==> config.mk <==
export PLATFORM = sky130hd
export DESIGN_NAME = pipeline_trace_tracker
export DESIGN_NICKNAME = d
export VERILOG_FILES = /design/src/rtl/pipe_trace_pkg.sv /design/src/rtl/trace_slot_reg.sv /design/src/rtl/pipeline_trace_tracker.sv
export SDC_FILE = /design/constraint.sdc
export NUM_CORES = 1
export LEC_CHECK = 0
export CAP_MARGIN = 20
export CORE_MARGIN = 3
export CORE_UTILIZATION = 40
export DETAILED_ROUTE_END_ITERATION = 8
export PLACE_DENSITY = 0.75
export REMOVE_ABC_BUFFERS = 1
export SYNTH_ARGS = -nofsm -noshare
export SYNTH_HDL_FRONTEND = slang
export SYNTH_SLANG_ARGS = --single-unit
==> constraint.sdc <==
create_clock -name clk -period 6 [get_ports clk]
set_clock_uncertainty 0.05 [all_clocks]
set_input_delay 1.8 -clock clk [delete_from_list [all_inputs] [get_ports clk]]
set_output_delay 1.8 -clock clk [all_outputs]
set_load 0.01 [all_outputs]
==> src/rtl/pipe_trace_pkg.sv <==
// Shared trace types: per-stage slot record, drain FSM states, stage indices.
// Types and constants only; no timing or flow control of its own.
package pipe_trace_pkg;

  // Slot fields are sized for the widest supported build; the top narrows them.
  localparam int ID_MAX_W = 16;
  localparam int PC_MAX_W = 32;

  localparam int NUM_STG = 5;
  localparam int STG_IF  = 0;
  localparam int STG_ID  = 1;
  localparam int STG_EX  = 2;
  localparam int STG_MEM = 3;
  localparam int STG_WB  = 4;

  typedef struct packed {
    logic                valid;
    logic [ID_MAX_W-1:0] id;
    logic [PC_MAX_W-1:0] pc;
  } trace_slot_t;

  typedef enum logic [1:0] {
    RUN   = 2'd0,
    DRAIN = 2'd1,
    DONE  = 2'd2
  } trace_state_t;

  localparam trace_slot_t BUBBLE = '{valid: 1'b0, id: '0, pc: '0};

endpackage

==> src/rtl/trace_slot_reg.sv <==
// One pipeline-stage trace slot; 1-cycle register, async reset to an empty slot.
// Control priority is hold > bubble > load; with nothing asserted the slot keeps its value.
module trace_slot_reg
  import pipe_trace_pkg::*;
(
  input  logic        clk,
  input  logic        rst_n,
  input  logic        i_hold,
  input  logic        i_bubble,
  input  logic        i_load,
  input  trace_slot_t i_d,
  output trace_slot_t o_q
);

  trace_slot_t r_q;

  always_ff @(posedge clk or negedge rst_n) begin
    if (!rst_n) begin
      r_q <= BUBBLE;
    end else if (!i_hold) begin
      if (i_bubble) begin
        r_q <= BUBBLE;
      end else if (i_load) begin
        r_q <= i_d;
      end
    end
  end

  assign o_q = r_q;

endmodule

==> src/rtl/pipeline_trace_tracker.sv <==
// Instruction trace shadow of the 5-stage CPU pipeline: tags fetches and follows them IF..WB.
// All outputs registered, IF to WB in 4 edges plus stall edges; stall holds IF/ID, no backpressure out.
module pipeline_trace_tracker
  import pipe_trace_pkg::*;
#(
  parameter int ID_W  = 7,
  parameter int PC_W  = 16,
  parameter int CNT_W = 32
) (
  input  logic             clk,
  input  logic             rst_n,
  input  logic             pc_stall,
  input  logic             if_flush,
  input  logic             halt_fetch,
  input  logic [PC_W-1:0]  fetch_pc,
  output logic             if_valid,
  output logic             id_valid,
  output logic             ex_valid,
  output logic             mem_valid,
  output logic             wb_valid,
  output logic [ID_W-1:0]  if_id,
  output logic [ID_W-1:0]  id_id,
  output logic [ID_W-1:0]  ex_id,
  output logic [ID_W-1:0]  mem_id,
  output logic [ID_W-1:0]  wb_id,
  output logic [PC_W-1:0]  wb_pc,
  output logic [CNT_W-1:0] cycle_cnt,
  output logic [CNT_W-1:0] retired_cnt,
  output logic [CNT_W-1:0] stall_cnt,
  output logic [CNT_W-1:0] flush_cnt,
  output logic             done
);

  trace_state_t     r_state;
  trace_state_t     w_state_nxt;
  logic [ID_W-1:0]  r_next_id;
  logic [CNT_W-1:0] r_cycle_cnt;
  logic [CNT_W-1:0] r_retired_cnt;
  logic [CNT_W-1:0] r_stall_cnt;
  logic [CNT_W-1:0] r_flush_cnt;

  trace_slot_t        w_slot   [NUM_STG];
  trace_slot_t        w_slot_d [NUM_STG];
  logic [NUM_STG-1:0] w_hold;
  logic [NUM_STG-1:0] w_bubble;
  logic [NUM_STG-1:0] w_load;

  logic w_fetch_en;
  logic w_issue;
  logic w_flush_eff;
  logic w_all_empty;
  logic w_done;
  logic w_unused_bits;

  function automatic logic [CNT_W-1:0] sat_inc(input logic [CNT_W-1:0] v);
    return (&v) ? v : v + CNT_W'(1);
  endfunction

  // A stall wins over a flush on the same edge, so the flush is simply dropped.
  assign w_flush_eff = if_flush & ~pc_stall;
  assign w_issue     = w_fetch_en & ~pc_stall;
  assign w_all_empty = ~(w_slot[STG_IF].valid  | w_slot[STG_ID].valid | w_slot[STG_EX].valid |
                         w_slot[STG_MEM].valid | w_slot[STG_WB].valid);

  always_ff @(posedge clk or negedge rst_n) begin
    if (!rst_n) begin
      r_state <= RUN;
    end else begin
      r_state <= w_state_nxt;
    end
  end

  always_comb begin
    w_state_nxt = r_state;
    case (r_state)
      RUN:     if (!pc_stall && halt_fetch && !if_flush) w_state_nxt = DRAIN;
      DRAIN:   if (w_all_empty) w_state_nxt = DONE;
      DONE:    w_state_nxt = DONE;
      default: w_state_nxt = RUN;
    endcase
  end

  // A squashed HLT (flush alongside) is not a halt: fetching continues.
  always_comb begin
    w_fetch_en = 1'b0;
    w_done     = 1'b0;
    case (r_state)
      RUN:     w_fetch_en = ~(halt_fetch & ~if_flush);
      DONE:    w_done = 1'b1;
      default: ;
    endcase
  end

  always_comb begin
    w_hold   = '0;
    w_bubble = '0;
    w_load   = '1;

    w_slot_d[STG_IF]  = '{valid: 1'b1, id: ID_MAX_W'(r_next_id), pc: PC_MAX_W'(fetch_pc)};
    w_slot_d[STG_ID]  = w_slot[STG_IF];
    w_slot_d[STG_EX]  = w_slot[STG_ID];
    w_slot_d[STG_MEM] = w_slot[STG_EX];
    w_slot_d[STG_WB]  = w_slot[STG_MEM];

    w_hold[STG_IF]   = pc_stall;
    w_bubble[STG_IF] = ~w_fetch_en;
    w_hold[STG_ID]   = pc_stall;
    w_bubble[STG_ID] = if_flush;
    w_bubble[STG_EX] = pc_stall;
  end

  for (genvar g = 0; g < NUM_STG; g++) begin : g_stage
    trace_slot_reg u_slot (
      .clk      (clk),
      .rst_n    (rst_n),
      .i_hold   (w_hold[g]),
      .i_bubble (w_bubble[g]),
      .i_load   (w_load[g]),
      .i_d      (w_slot_d[g]),
      .o_q      (w_slot[g])
    );
  end

  always_ff @(posedge clk or negedge rst_n) begin
    if (!rst_n) begin
      r_next_id <= '0;
    end else if (w_issue) begin
      r_next_id <= r_next_id + ID_W'(1);
    end
  end

  always_ff @(posedge clk or negedge rst_n) begin
    if (!rst_n) begin
      r_cycle_cnt   <= '0;
      r_retired_cnt <= '0;
      r_stall_cnt   <= '0;
      r_flush_cnt   <= '0;
    end else begin
      r_cycle_cnt <= sat_inc(r_cycle_cnt);
      if (w_slot[STG_WB].valid) r_retired_cnt <= sat_inc(r_retired_cnt);
      if (pc_stall)             r_stall_cnt   <= sat_inc(r_stall_cnt);
      if (w_flush_eff)          r_flush_cnt   <= sat_inc(r_flush_cnt);
    end
  end

  assign if_valid  = w_slot[STG_IF].valid;
  assign id_valid  = w_slot[STG_ID].valid;
  assign ex_valid  = w_slot[STG_EX].valid;
  assign mem_valid = w_slot[STG_MEM].valid;
  assign wb_valid  = w_slot[STG_WB].valid;

  assign if_id  = w_slot[STG_IF].id[ID_W-1:0];
  assign id_id  = w_slot[STG_ID].id[ID_W-1:0];
  assign ex_id  = w_slot[STG_EX].id[ID_W-1:0];
  assign mem_id = w_slot[STG_MEM].id[ID_W-1:0];
  assign wb_id  = w_slot[STG_WB].id[ID_W-1:0];
  assign wb_pc  = w_slot[STG_WB].pc[PC_W-1:0];

  assign cycle_cnt   = r_cycle_cnt;
  assign retired_cnt = r_retired_cnt;
  assign stall_cnt   = r_stall_cnt;
  assign flush_cnt   = r_flush_cnt;
  assign done        = w_done;

  // Upper slot bits beyond ID_W/PC_W are always zero and intentionally not exported.
  assign w_unused_bits = ^{w_slot[STG_IF], w_slot[STG_ID], w_slot[STG_EX],
                           w_slot[STG_MEM], w_slot[STG_WB]};

endmodule

==> run metrics, run 1 <==
status=complete, no violations; Worst R2R Start=stall_cnt[0]$_DFFE_PN0P_; GP Congestion=0.824; Synth Area per Inst=12.4 um^2; setup violators final=0; Root Buffer=clkbuf_16; final-report hold violation count=0; hpwl dp=15.5 mm; Worst-Skew Late Latency=550 ps; FF-to-FF setup slack=3510 ps; max-slew violation count=0; Post-synth ARST share=100%; first-pass GRT wire length=38.5 mm; sequential area share after synthesis=61.3%; hold_buf cts=0; per-cell routed wire length=16.5 um; final worst-path cycle share=59.8%; Post-DP Area=12700 um^2; crit end category=output port; Initial Util=41.2%; clock sink count=257; CP Max Fanout=3; Worst EP required=4150 ps; WHS Endpoint=g_stage[4].u_slot.o_q[13]$_DFF_PN0_; Clock Path Buffers=3; residual DRC count=0; dpl cells=1339; Max Fclk=279 MHz; RR Endpoint=stall_cnt[1]$_DFFE_PN0P_; largest net degree at the start of global routing=124; crit path time final=3590 ps; Worst R2R Path Depth=5; RSZ-0062 raised after global routing=no; Layout Cells excl Fill=1389; DR vias=7155; Hold Path Class=reg2reg; Die ar.=28200 um^2; dominant synthesized flop cell=dfrtp_1; final worst slack=2410 ps; synth top area cells=dfrtp_1 61%, xnor2_1 6.8%, a22o_1 3.8%; vias in the first global route=7316; crit start category=register; leading area contributor after synthesis=dfrtp_1; Synth Instances=849; Resize count post-CTS=0; Detail Route Antenna Nets=0; Port Buffers=205; GRT Resource Usage Total=16.1%; Die X-Extent=168 um; Pre-Repair DR Iteration Count=4; Num CTS Buffers=28; Yosys reg bits=257; chip height=168 um; # rows=58; post-route cell area=13700 um^2; fill count=2144; hold path cells=0; H-tree depth=1; PwrDens=318 nW/um^2; Core ar.=25500 um^2; final wirelength=22.9 mm; nets=1069; initial antenna violation count=1; crit path kind=reg2out; DRT iter0 DRCs=464; hold_sp=g_stage[3].u_slot.o_q[13]$_DFF_PN0_; num ports=206; gr ovfl total=0; Slew headroom=38.0%; pre-CTS WS=2240 ps; CTS clock-pin slew for the worst setup and hold paths=60 ps; synthesized cell area=10500 um^2; Post-synth EDFFs=0; VDD IR-drop max=0.000271 V; Setup TNS=0 ps; area share of the largest cell type after synthesis=61.3%; static leakage=6.08 nW; vias per inst=5.15; Distinct cells, synth=53; synthesis-to-finish area growth=30.3%; Core Util, Final=53.6%; yosys warns=0; Post-CTS Setup Repair Bufs=0; share of cells above drive strength 1=7.47%; CP arrival=1740 ps; max cap viols=0; CTS tree=built; worst slew pin tran=923 ps
## metrics by stage
step	hold slack [ps]	total power [mW]
finish	293	4.35
global route	304	4.57
CTS	296	4.43
detailed placement	285	2.66
global placement	284	2.64
floorplan	281	2.31
## placed cells by master, fill, tap and decap left out, types with 4 or more instances in the layout
master,Yosys,routed
a22o_1,46,46
clkbuf_8,0,9
nand2_1,52,52
inv_1,9,9
nand3_1,58,58
nor3_1,24,24
xor2_1,39,39
clkinv_2,0,4
and2_1,4,4
and4_1,11,11
buf_4,28,4
o21ai_0,6,6
and3_1,23,23
nor2b_1,26,26
nor3b_1,4,4
or3_1,4,4
clkbuf_16,0,28
dfrtp_1,257,257
nor2_1,37,36
clkdlybuf4s50_1,0,203
nand4_1,48,48
nand4_2,4,4
clkbuf_1,14,5
ha_1,9,9
xnor2_1,82,82
mux2_2,8,8
nor4_1,9,9
## metal layers
layer,vias up,GRT usage [%],part of all wire (%)
met5,-,0,0
met4,0,4.48,2.4
met3,45,3.52,6.0
met2,195,26.3,47
met1,3535,22.0,44
li1,3380,-,-
## kinds of logic (layout without fill, tap and decap cells)
logic type | count (synthesis) | after routing | share of synthesized area [%]
xor gates and xnor gates | 121 | 121 | 10.1
and+or+nand+nor | 325 | 325 | 17.6
adders and majority gates | 9 | 9 | 1.07
DFF | 257 | 257 | 61.3
buffers and inverters | 60 | 269 | 3.41
other | 0 | 1 | 0
muxes | 10 | 10 | 1.05
AOI/OAI and AO/OA | 67 | 67 | 5.42
## cell type report
| class | count | area [um^2] | share of cell area (%) |
|---|---|---|---|
| sequential | 257 | 6430 | 47.1 |
| multi-input combinational | 532 | 3700 | 27.1 |
| timing repair buffer | 211 | 2130 | 15.6 |
| clock buffer | 42 | 843 | 6.17 |
| tap | 330 | 413 | 3.02 |
| clock inverter | 7 | 110 | 0.806 |
| inverter | 9 | 33.8 | 0.247 |
| antenna | 1 | 2.50 | 0.0183 |
## report_power, final
group	leakage, nW	switching (mW)	total (mW)	internal [mW]
Combinational	2.10	0.250	0.563	0.313
Sequential	3.51	0.156	2.05	1.90
Clock	0.471	0.679	1.73	1.05
Total	6.08	1.09	4.35	3.26
## flip-flops by register name, indices dropped and copies added, names as in the netlist
name	flops
cycle_cnt	32
flush_cnt	32
g_stage.u_slot.o_q	120
r_next_id	7
r_state	2
retired_cnt	32
stall_cnt	32
## worst max-delay path by stage
stage,cells past startpoint,endpoint,slack [ps],from
6_report,3,done,2410,r_state[0]$_DFFE_PN0P_
5_1_grt,3,done,2330,r_state[0]$_DFFE_PN0P_
4_1_cts,3,done,2350,r_state[0]$_DFFE_PN0P_
3_5_place_dp,5,stall_cnt[14]$_DFFE_PN0P_,2240,pc_stall
3_3_place_gp,4,flush_cnt[1]$_DFFE_PN0P_,2030,if_flush
2_1_floorplan,5,r_next_id[5]$_DFFE_PN0P_,2800,if_flush
## cell usage after synthesis (11+ instances only)
cell type  number
xor2_1         39
nand4_1        48
nor2_1         37
clkbuf_1       14
xnor2_1        82
and4_1         11
and3_1         23
nor2b_1        26
buf_4          28
nand3_1        58
nand2_1        52
nor3_1         24
dfrtp_1       257
a22o_1         46
## worst max-delay path: stages (launching register included)
cell and delay [ps]:
dfrtp_1 390, inv_1 110, ha_1 150, clkdlybuf4s50_1 540
No activity file was read; power rests on OpenSTA's default activity.
==> run 2, diff against run 1 <==
--- a/config.mk
+++ b/config.mk
@@ -9,7 +9,7 @@
 export CORE_MARGIN = 3
 export CORE_UTILIZATION = 40
 export DETAILED_ROUTE_END_ITERATION = 8
-export PLACE_DENSITY = 0.75
+export PLACE_DENSITY = 0.78
 export REMOVE_ABC_BUFFERS = 1
 export SYNTH_ARGS = -nofsm -noshare
 export SYNTH_HDL_FRONTEND = slang
==> constraint.sdc (replaced) <==
create_clock -name clk -period 3.25 [get_ports clk]
set_clock_uncertainty 0.05 [all_clocks]
set_input_delay 0.975 -clock clk [delete_from_list [all_inputs] [get_ports clk]]
set_output_delay 0.975 -clock clk [all_outputs]
set_load 0.01 [all_outputs]
==> run metrics, run 2 (synthesized netlist as in run 1, its figures left out) <==
max reg flops=120; initial antenna violation count=0; vias per inst=5.20; max cap viols=0; Resize count post-CTS=0; H-tree depth=1; DRT iter0 DRCs=546; Die X-Extent=168 um; Core ar.=25500 um^2; Worst R2R Start=stall_cnt[0]$_DFFE_PN0P_; commonest cells after routing, fill and taps aside=257 x dfrtp_1, 203 x clkdlybuf4s50_1, 82 x xnor2_1; hold_buf cts=0; Initial Util=41.2%; crit path time final=2800 ps; num ports=206; per-cell routed wire length=16.7 um; most common cell after layout, fill and taps aside=dfrtp_1; Core Util, Final=53.8%; setup violators final=0; synthesis-to-finish area growth=30.6%; Die ar.=28200 um^2; share of cells above drive strength 1=8.17%; DR vias=7255; FF-to-FF setup slack=760 ps; CP arrival=1770 ps; Slew headroom=30.9%; RSZ-0062 raised after global routing=no; chip height=168 um; final-report hold violation count=0; static leakage=6.11 nW; worst slew pin tran=1040 ps; hpwl dp=16.3 mm; status=complete, no violations; Post-CTS Setup Repair Bufs=0; final wirelength=23.3 mm; # rows=58; Setup TNS=0 ps; CTS tree=built; final worst-path cycle share=86.1%; grt met2 use=26.7%; CP Max Fanout=3; layer with the highest usage=met2; Detail Route Antenna Nets=0; VDD IR-drop max=0.000461 V; sequential cell area=6430 um^2; met3 Usage GRT=3.38%; vias in the first global route=7265; Clock Path Buffers=3; Root Buffer=clkbuf_16; Pre-Repair DR Iteration Count=4; Port Buffers=205; GP Congestion=0.826; fill count=2133; Max Fclk=357 MHz; crit start category=register; clock sink count=257; area of the multi-input gates=3700 um^2; Max stage delay on crit path=560 ps; pre-CTS WS=403 ps; Num CTS Buffers=28; ANT cells=0; residual DRC count=0; nets=1073; crit end category=output port; GRT Resource Usage Total=16.4%; PwrDens=589 nW/um^2; RR Endpoint=stall_cnt[1]$_DFFE_PN0P_; max-slew violation count=0; Worst-Skew Late Latency=550 ps; first-pass GRT wire length=38.9 mm; Cell Chain, Critical Path=inv_1, ha_1, clkdlybuf4s50_1; gr ovfl total=0; CP max stage cell=clkdlybuf4s50_1; Worst R2R Path Depth=5; M1 GR Usage=22.8%; CTS clock-pin slew for the worst setup and hold paths=60 ps; Worst EP required=2220 ps; Hold Path Class=in2async; final worst slack=452 ps; crit path kind=reg2out; largest net degree at the start of global routing=68
[run 2: cell count changes in the layout (fill, tap and decap cells not counted), sizes merged]
cell | before | now
clkinv | 5 | 10
buf | 8 | 12
clkbuf | 42 | 40
diode | 1 | 0
[run 2: final cells by class]
class | instances | share of cell area, %
Inverter | 9 | 0.247
Clock inverter | 12 | 1.01
Sequential cell | 257 | 47.0
Tap cell | 330 | 3.01
Multi-Input combinational cell | 532 | 27.0
Clock buffer | 40 | 6.03
Timing Repair Buffer | 215 | 15.7
[run 2: worst max-delay path: cells and delay by family, from the launching register on]
family	cells	cell delay (ps)
fa+ha+maj	1	150
flops	1	400
buf+inv	2	680
[run 2: worst max path at each step]
stage,end,start,slack (ps),cells past startpoint
after detailed placement,r_next_id[5]$_DFFE_PN0P_,if_flush,400,6
after global placement,r_next_id[6]$_DFFE_PN0P_,if_flush,470,6
after global routing,done,r_state[0]$_DFFE_PN0P_,360,3
final,done,r_state[0]$_DFFE_PN0P_,450,3
after CTS,done,r_state[0]$_DFFE_PN0P_,390,3
after floorplan,r_next_id[5]$_DFFE_PN0P_,if_flush,870,5
[run 2: where the power goes]
part	total, mW	leakage, nW	internal, mW	switching [mW]
registers	3.80	3.51	3.50	0.298
clock network	3.22	0.482	1.93	1.28
logic	1.05	2.12	0.580	0.467
[run 2: stage by stage]
stage	cell area, um^2	hold WS, ps	power (mW)	instances
global route	13700	277	8.45	1395
floorplan	10200	281	4.27	798
finish	13700	278	8.06	1395
CTS	13700	263	8.19	1395
detailed placement	12700	285	4.92	1343
global placement	12700	282	4.88	1343
[run 2: layer usage]
layer | part of all wire (%) | routed length, um
met5 | 0 | 0
met4 | 2.2 | 501
met3 | 5.9 | 1370
met2 | 47 | 11000
met1 | 45 | 10400
